`src/rtl/lcd_timing_gen.sv`:
```
// Raster timing generator for an 800x480 RGB LCD panel.
// Produces DE/HSYNC/VSYNC, active-area coordinates, strobes and a frame count.
module lcd_timing_gen #(
   parameter int H_ACTIVE  = 800,
   parameter int H_FP      = 210,
   parameter int H_SYNC    = 1,
   parameter int H_BP      = 182,
   parameter int V_ACTIVE  = 480,
   parameter int V_FP      = 45,
   parameter int V_SYNC    = 5,
   parameter int V_BP      = 0,
   parameter bit HSYNC_POL = 1'b0,
   parameter bit VSYNC_POL = 1'b0
) (
   input  logic        PixelClk,
   input  logic        nRST,
   input  logic        En,
   output logic [15:0] PixelCount,
   output logic [15:0] LineCount,
   output logic        LCD_DE,
   output logic        LCD_HSYNC,
   output logic        LCD_VSYNC,
   output logic        LineStart,
   output logic        FrameStart,
   output logic [15:0] FrameCount
);

   localparam logic [15:0] HT_LAST = 16'(H_SYNC + H_BP + H_ACTIVE + H_FP - 1);
   localparam logic [15:0] VT_LAST = 16'(V_SYNC + V_BP + V_ACTIVE + V_FP - 1);
   localparam logic [15:0] HA_LO   = 16'(H_SYNC + H_BP);
   localparam logic [15:0] HA_HI   = 16'(H_SYNC + H_BP + H_ACTIVE);
   localparam logic [15:0] VA_LO   = 16'(V_SYNC + V_BP);
   localparam logic [15:0] VA_HI   = 16'(V_SYNC + V_BP + V_ACTIVE);
   localparam logic [15:0] HS_END  = 16'(H_SYNC);
   localparam logic [15:0] VS_END  = 16'(V_SYNC);

   logic [15:0] h;
   logic [15:0] v;
   logic        started;
   logic        h_act;
   logic        v_act;
   logic        h_zero;
   logic        v_zero;

   always_comb begin
      h_act  = (h >= HA_LO) && (h < HA_HI);
      v_act  = (v >= VA_LO) && (v < VA_HI);
      h_zero = (h == 16'd0);
      v_zero = (v == 16'd0);
   end

   // Outputs are a one-cycle-delayed image of (h,v); position advances after.
   always_ff @(posedge PixelClk) begin
      if (!nRST) begin
         h          <= 16'd0;
         v          <= 16'd0;
         started    <= 1'b0;
         PixelCount <= 16'd0;
         LineCount  <= 16'd0;
         LCD_DE     <= 1'b0;
         LCD_HSYNC  <= ~HSYNC_POL;
         LCD_VSYNC  <= ~VSYNC_POL;
         LineStart  <= 1'b0;
         FrameStart <= 1'b0;
         FrameCount <= 16'd0;
      end else if (En) begin
         PixelCount <= h_act ? (h - HA_LO) : 16'd0;
         LineCount  <= v_act ? (v - VA_LO) : 16'd0;
         LCD_DE     <= h_act && v_act;
         LCD_HSYNC  <= (h < HS_END) ? HSYNC_POL : ~HSYNC_POL;
         LCD_VSYNC  <= (v < VS_END) ? VSYNC_POL : ~VSYNC_POL;
         LineStart  <= h_zero;
         FrameStart <= h_zero && v_zero;
         // The first frame start after reset opens frame 0; later ones close a frame.
         if (h_zero && v_zero) begin
            started <= 1'b1;
            if (started) begin
               FrameCount <= FrameCount + 16'd1;
            end
         end
         if (h == HT_LAST) begin
            h <= 16'd0;
            v <= (v == VT_LAST) ? 16'd0 : v + 16'd1;
         end else begin
            h <= h + 16'd1;
         end
      end else begin
         LCD_DE     <= 1'b0;
         LineStart  <= 1'b0;
         FrameStart <= 1'b0;
      end
   end

endmodule
```
`config.mk`:
```
export PLATFORM = sky130hd
export DESIGN_NAME = lcd_timing_gen
export DESIGN_NICKNAME = d
export VERILOG_FILES = /design/src/rtl/lcd_timing_gen.sv
export SDC_FILE = /design/constraint.sdc
export NUM_CORES = 1
export LEC_CHECK = 0
export ABC_AREA = 1
export BUFFER_PORTS_ARGS = -buffer_cell sky130_fd_sc_hd__buf_2
export CORE_UTILIZATION = 59
export DETAILED_ROUTE_END_ITERATION = 12
export PLACE_DENSITY = 0.82
export SYNTH_ARGS = -nofsm -noshare
export SYNTH_HDL_FRONTEND = slang
export SYNTH_SLANG_ARGS = --single-unit
```
`constraint.sdc`:
```
create_clock -name PixelClk -period 2.21 [get_ports PixelClk]
set_input_delay 0.3315 -clock PixelClk [delete_from_list [all_inputs] [get_ports PixelClk]]
set_output_delay 0.3315 -clock PixelClk [all_outputs]
set_load 0.01 [all_outputs]
```
* Yosys cells after proc, flatten, opt, wreduce, memory -nomap -nowiden
Cells that the tools add are included.
** Cells by class
- Equal/unequal tests :: 2
- Mux-type cells :: 6
- Magnitude comparators :: 6
- $add $sub $neg :: 5
- Reductions and logical operators :: 10
** Operators by type and width (count)
- $mux W16 :: 4
- $add A16 B1 Y16 const B :: 3
- $logic_not A16 Y1 :: 2
- $eq A16 B10 Y1 const B :: 1
- $eq A16 B11 Y1 const B :: 1
- $ge A16 B3 Y1 const B :: 1
- $ge A16 B8 Y1 const B :: 1
- $lt A16 B1 Y1 const B :: 1
- $lt A16 B10 Y1 const B :: 1
- $lt A16 B3 Y1 const B :: 1
- $lt A16 B9 Y1 const B :: 1
- $sub A16 B3 Y16 const B :: 1
- $sub A16 B8 Y16 const B :: 1
- $reduce_and A2 Y1 :: 3
- $logic_and A1 B1 Y1 :: 4
- $reduce_and A3 Y1 :: 1
- $mux W1 :: 2
** Storage, ports and cells
- Logic and storage cells :: 40
- Output and inout port bits :: 53
- Bits of input ports :: 3
- Flip-flop bits (word level) :: 86

* Longest topological paths before layout
Gate-level depths: netlist of the first run.
- Depth in word-level cells :: 3
- Mapped depth :: 12
- Gate-level depth less buffers :: 11

* Worst setup path after synthesis of the first run
No wires, ideal clock.
- Path type :: reg2reg
- Start point :: register v[0]
- End point :: register LineCount[3]
- Buffers on the path :: 1
- Data required time :: 2.098 ns
- Setup slack :: 0.606 ns
- Arrival time :: 1.492 ns
- Cell stages (with the launch flop) :: 12
- Period minus slack after synthesis :: 1.604 ns
- Library setup time :: 0.112 ns
- Cells stage by stage :: dfxtp_1 inv_1 ha_1 inv_1 nand2_1 nand2_1 nor3_2 and2_4 nor2_4 buf_6 nand2_1 nand2_1
** Between the ends
- Cells in the longest elaborated chain, start to end :: 3
- Elaborated cells on any way between the ends :: 5
- Classes of those cells :: 1 x add/sub; 2 x order compare; 1 x mux; 1 x reduce/logical
** RTL lines
- start, declared :: RTL line 38 : logic [15:0] v;
- start signal, assigned :: RTL line 83 : v <= (v == VT_LAST) ? 16'd0 : v + 16'd1;
- $ge A16 B3 Y1 / $lt A16 B9 Y1 (equally long branches) :: RTL line 47 : v_act = (v >= VA_LO) && (v < VA_HI);
- $logic_and A1 B1 Y1 :: RTL line 47
- $mux W16 * :: RTL line 68 : LineCount <= v_act ? (v - VA_LO) : 16'd0;
- end signal, assigned :: RTL line 68
- end, declared :: RTL line 19 : output logic [15:0] LineCount,
Mark *: on every way between the ends. The rest lies on a longest branch, timed or not.
A chain may end at the register's enable or synchronous reset.

* Worst setup path after layout of the first run
- Start point :: register v[0]
- End point :: register LineCount[5]
Same word-level chain as after synthesis.

==> reports/qor.yml, run 1 <==
clock_tree:
  cts_buffer_depth: 2
  numClockSinks: 86
  cts_setup_buffers: 0
  cts_inserted_buffers: 9
  clk_latency_ns: 0.36
  cts.repair.resized: 0
  cts.reportedPaths.clkPinSlew_ns: 0.08
  htree_levels: 3
  cts_tree: "yes"
  cts_root_buf: "clkbuf_8"
  cts.hold.buffers_added: 0
synth:
  yosysTopAreaCell: "dfxtp_1"
  yosysTopAreaCellShare_pct: 35.1
  synth_cell_type_count: 39
  syn-num-nets: 750
  synth_area_leaders: "dfxtp_1, nand2_1, nand3_1"
  ys.flop_type: "dfxtp_1"
  syn_inst: 741
  async_reset_ff_share_pct: 0
  synth_edf_count: 0
  netlist_area_sq_um: 4910
  ys_seq_elements: 86
  avgSynthCellArea_sq_um: 6.63
  ys_seq_area_share_pct: 35.1
  yosys_warnings: 0
floorplan:
  start_util_pct: 62.2
  die_y_um: 93.2
  dieArea_sq_um: 8690
  chipWidth_um: 93.2
  core_sq_um: 7890
  rows: 32
  io_pins: 56
placement:
  port_buffers: 55
  pre_cts_slack_ns: 0.307
  dp_hpwl_um: 8290
  gp_congestion: 0.901
power:
  seq_power_share_pct: 57.2
  p_per_area_nw_per_um2: 514
  p_leak_nw: 2.41
  ir_drop_v: 0.000403
  power.internal_mw: 2.09
  combPwrFrac_pct: 4.7
  switching_share_pct: 23.9
  clockPowerShare_pct: 38.2
  p_switching_mw: 0.655
global_route:
  grt_pass1_vias: 4317
  antenna_found_initial: 0
  grt_overflow_total: 0
  grt_pass1_wl_um: 19200
  grt_max_degree: 39
  grt_usage_pct: 27.3
sta:
  worst_pin_slew_ns: 0.508
  fin_skew_ns: 0.0117
  slew_headroom_pct: 65.8
  final_hold_viol_count: 0
  setup_viol: 0
  fin_crit_sh_pct: 87.3
  slew_viol_final: 0
  post-route-min-period_ns: 1.93
  rsz0062_at_grt: "no"
  fin_tns_setup_ns: 0
  fmax_ghz: 0.518
  setup_slack_ns: 0.281
routing:
  wl_per_cell_um: 12.7
  ant_nets: 0
  finalWirelength_um: 11300
  drt_first_pass_iters: 5
  drt_iter0_markers: 274
  num_vias: 4743
  vias_per_cell: 5.32
  drc: 0
worst_setup_path:
  path_class: "reg2reg"
  path_cells: "inv_1 -> ha_1 -> inv_1 -> nand2_1 -> nand2_1 -> nor3_2 -> and2_4 -> nor2_4 -> nand2_1 -> nand2_1"
  reg2reg_slack_ns: 0.28
  crit_fanout: 16
  crit_path_top_delay_cell: "dfxtp_1"
  slowest_delay_ns: 0.46
  critPathMostFrequentCell: "nand2_1"
  endpoint_kind: "register"
  worstPathArrival_ns: 2.22
  crit_required_ns: 2.50
  cp-start-kind: "register"
finish:
  drive_gt1_share_pct: 14.4
  final_cell_mix: "nand2_1, dfxtp_1, nor2_1, nand3_1, inv_1"
  mostFrequentLayoutCell: "nand2_1"
  nets: 794
  fill_cells: 705
  syn2layout_area_growth_pct: 8.69
  multiInputGateArea_sq_um: 2740
  antennaDiodeCount: 0
  seqCellArea_sq_um: 1720
hold_path:
  hold_class: "in2reg"
outcome:
  status: "complete, no violations"
flow_run:
  max-cap-violations: 0
==> worst max-delay path, delay by kind of cell, from the launching register on <==
family                     cells  cell delay, ns
adders and majority gates      1            0.27
buffers and inverters          2            0.22
DFF                            1            0.46
and+or+nand+nor                7            0.94
==> sequential cells by signal, summed over array words and instances (netlist names) <==
signal,cells
LCD_HSYNC,1
started,1
FrameCount,16
PixelCount,16
LCD_DE,1
LineStart,1
LineCount,16
LCD_VSYNC,1
h,16
FrameStart,1
v,16
==> synth_stat cells (7+ instances only) <==
master,count
nor2_1,86
nand4_1,13
dfxtp_1,86
nand3_1,66
nor2_4,7
nor3_1,18
xor2_1,23
nand2_2,9
inv_1,61
a21oi_1,38
buf_6,8
nand2_1,241
buf_2,7
o21ai_0,21
==> cell families (layout without fill, tap and decap cells) <==
kind of cell	after synthesis	in the layout	share of synthesized area [%]
XOR/XNOR	27	27	4.82
buffers and inverters	95	143	9.28
flip-flops	86	86	35.1
AO/OA/AOI/OAI	66	66	6.96
AND/OR/NAND/NOR	461	461	42.4
adder cells (fa/ha/maj)	6	6	1.53
==> final cells by class <==
cell class                      instances  share of cell area (%)
Sequential cell                        86                    32.3
Multi-Input combinational cell        560                    51.3
Timing Repair Buffer                   60                    5.86
Clock inverter                          3                   0.352
Tap cell                              102                    2.39
Inverter                               68                    4.78
Clock buffer                           12                    3.09
==> routing by layer <==
metal / track usage [%] / vias to the layer above / wire (um)
met2: 44.5 / 145 / 5110
met1: 36.3 / 2135 / 5290
li1: - / 2446 / -
met3: 4.80 / 17 / 734
met4: 9.62 / 0 / 172
met5: 0 / - / 0
==> power by group through the flow <==
stage / combinational [mW] / clock (mW) / sequential (mW)
after floorplan: 0.0944 / 0 / 1.61
after global placement: 0.124 / 0 / 1.60
after detailed placement: 0.128 / 0 / 1.60
after CTS: 0.128 / 1.06 / 1.57
after global routing: 0.142 / 1.12 / 1.57
final: 0.128 / 1.05 / 1.57
==> per-stage QoR <==
stage / cell area [sq um] / hold WS (ns) / instances / utilization, % / power (mW)
after floorplan: 4910 / 0.437 / 741 / - / 1.70
after global placement: 5150 / 0.425 / 876 / 65.3 / 1.73
after detailed placement: 5150 / 0.432 / 876 / 65.3 / 1.73
after CTS: 5340 / 0.265 / 891 / 67.7 / 2.76
after global routing: 5340 / 0.290 / 891 / 67.7 / 2.83
final: 5340 / 0.269 / 891 / 67.7 / 2.74
==> worst paths after layout <==
kind,startpoint,end,cells past startpoint
max,v[0],LineCount[5],10
min,nRST,v[2],2
max reg2reg,v[0],LineCount[5],10
min reg2reg,PixelCount[14],PixelCount[14],2
No activity file was read; power rests on OpenSTA's default activity.
==> inputs of run 2 (changes only) <==
--- a/config.mk
+++ b/config.mk
@@ -7,9 +7,9 @@
 export LEC_CHECK = 0
 export ABC_AREA = 1
 export BUFFER_PORTS_ARGS = -buffer_cell sky130_fd_sc_hd__buf_2
-export CORE_UTILIZATION = 59
+export CORE_UTILIZATION = 55
 export DETAILED_ROUTE_END_ITERATION = 12
-export PLACE_DENSITY = 0.82
+export PLACE_DENSITY = 0.78
 export SYNTH_ARGS = -nofsm -noshare
 export SYNTH_HDL_FRONTEND = slang
 export SYNTH_SLANG_ARGS = --single-unit
==> run 2 against run 1 <==
  * Sequential share of layout area down 0.12 points
  * Clock-buffer cell count down 2
  * Global-route usage down 0.11 points
  * Final cell count up 0.79%
  * Maximum frequency up 1.5%
  * Clock skew about the same
==> reports/qor.yml, run 2 (same netlist as run 1, synthesis figures left out) <==
worst_setup_path:
  path_delay_family: "simple AND/OR/NAND/NOR gates"
  crit_required_ns: 2.53  # +0.03 ns
  critPathMostFrequentCell: "nand2_1"
  path_class: "reg2reg"
  crit_path_top_delay_cell: "dfxtp_1"
  path_cells: "inv_1 -> ha_1 -> inv_1 -> nand2_1 -> nand2_1 -> nor3_2 -> and2_4 -> nor2_4 -> nand2_1 -> nand2_1"
  worstPathArrival_ns: 2.22  # about the same
  cp-start-kind: "register"
  slowest_delay_ns: 0.46  # about the same
  crit_buf_inv: 2  # unchanged
  endpoint_kind: "register"
  crit_fanout: 16  # unchanged
clock_tree:
  numClockSinks: 86  # unchanged
  cts.hold.buffers_added: 0  # unchanged
  htree_levels: 3  # unchanged
  cts_setup_buffers: 0  # unchanged
  clk_latency_ns: 0.37  # about the same
  cts.repair.resized: 0  # unchanged
  cts_root_buf: "clkbuf_8"
  cts.reportedPaths.clkPinSlew_ns: 0.09  # about the same
  cts_buffer_depth: 2  # unchanged
  cts_tree: "yes"
  cts_inserted_buffers: 9  # unchanged
global_route:
  grt_pass1_vias: 4288  # -0.67%
  grt_max_degree: 39  # unchanged
  grt_overflow_total: 0  # unchanged
  antenna_found_initial: 0  # unchanged
  grt_usage_pct: 27.2  # -0.11 points
  grt_pass1_wl_um: 19600  # +2.4%
power:
  p_per_area_nw_per_um2: 529  # +2.9%
  p_leak_nw: 2.41  # about the same
  power.total_mw: 2.83  # +3.3%
  ir_drop_v: 0.000316  # -21%
finish:
  mostFrequentLayoutCell: "nand2_1"
  nets: 794  # unchanged
  instances_no_fill: 898  # +0.79%
  drive_gt1_share_pct: 14.4  # -0.018 points
  syn2layout_area_growth_pct: 9.10
  antennaDiodeCount: 0  # unchanged
  stdcell_area_sq_um: 5360  # +0.38%
  fin_util_pct: 61.7  # -5.9 points
  final_cell_mix: "nand2_1, dfxtp_1, nor2_1, nand3_1, inv_1"
floorplan:
  dieArea_sq_um: 9310  # +7.1%
  die_y_um: 96.5  # +3.5%
  chipWidth_um: 96.5  # +3.5%
  io_pins: 56  # unchanged
  rows: 34  # +6.3%
  core_sq_um: 8680  # +10%
  start_util_pct: 56.6  # -5.7 points
sta:
  worst_pin_slew_ns: 0.511  # +0.00226 ns
  slew_viol_final: 0  # unchanged
  setup_viol: 0  # unchanged
  fmax_ghz: 0.526  # +1.5%
  fin_skew_ns: 0.0121  # +0.000401 ns
  post-route-min-period_ns: 1.90  # -0.0293 ns
  final_hold_viol_count: 0  # unchanged
  fin_tns_setup_ns: 0  # unchanged
  rsz0062_at_grt: "no"
  slew_headroom_pct: 65.6  # -0.15 points
  fin_crit_sh_pct: 86.0  # -1.3 points
routing:
  vias_per_cell: 5.37  # +0.85%
  drc: 0  # unchanged
  ant_nets: 0  # unchanged
  wl_per_cell_um: 13.5  # +6.3%
  drt_iter0_markers: 230  # -16%
  num_vias: 4821  # +1.6%
  finalWirelength_um: 12100  # +7.1%
  drt_first_pass_iters: 5  # unchanged
placement:
  dp_hpwl_um: 8920  # +7.7%
  dp.cells: 882  # +0.68%
  post_dp_cell_area_sq_um: 5160  # +0.15%
  port_buffers: 55  # unchanged
  gp_congestion: 0.967  # +7.3%
flow_run:
  max-cap-violations: 0  # unchanged
outcome:
  status: "complete, no violations"
hold_path:
  hold_class: "in2reg"
[run 2: cell types whose count changed in the layout (fill, tap and decap cells not counted), sizes merged]
cell	before	now
clkbuf	12	10
inv	67	69
bufinv	0	1
clkinv	4	3
clkinvlp	0	1
[run 2: layout make-up]
cell class,instances,area [sq um]
Multi-Input combinational cell,560,2740
Tap cell,108,135
Sequential cell,86,1720
Inverter,68,255
Clock inverter,6,68.8
Clock buffer,10,128
Fill cell,825,3320
Timing Repair Buffer,60,313
[run 2: routing by layer]
| metal | vias up | part of all wire (%) | track usage, % |
|---|---|---|---|
| li1 | 2435 | - | - |
| met1 | 2165 | 44 | 35.4 |
| met2 | 190 | 46 | 43.7 |
| met3 | 31 | 7.4 | 4.62 |
| met4 | 0 | 3.0 | 12.9 |
| met5 | - | 0 | 0 |
[run 2: stage by stage]
| step | setup WS, ns | hold slack, ns |
|---|---|---|
| floorplan | 0.606 | 0.437 |
| global placement | 0.463 | 0.424 |
| detailed placement | 0.353 | 0.427 |
| CTS | 0.343 | 0.246 |
| global route | 0.0921 | 0.250 |
| finish | 0.310 | 0.247 |
[run 2: worst register-to-register path, stage by stage, from the launching register on]
cell and delay [ns]:
dfxtp_1 0.46, inv_1 0.14, ha_1 0.27, inv_1 0.07, nand2_1 0.06, nand2_1 0.13
nor3_2 0.08, and2_4 0.15, nor2_4 0.31, nand2_1 0.11, nand2_1 0.07
[run 2: power by group]
| part | total (mW) | internal (mW) | switching [mW] |
|---|---|---|---|
| clock network | 1.14 | 0.531 | 0.607 |
| registers | 1.57 | 1.56 | 0.00905 |
| logic | 0.127 | 0.0331 | 0.0937 |
| total | 2.83 | 2.12 | 0.710 |
[run 2: final timing paths]
check / from / to / slack (ns) / depth (start not counted)
setup / recovery: v[0] / LineCount[3] / 0.31 / 10
hold / removal: nRST / v[2] / 0.25 / 2
setup reg to reg: v[0] / LineCount[3] / 0.31 / 10
hold reg to reg: PixelCount[12] / PixelCount[12] / 0.44 / 2
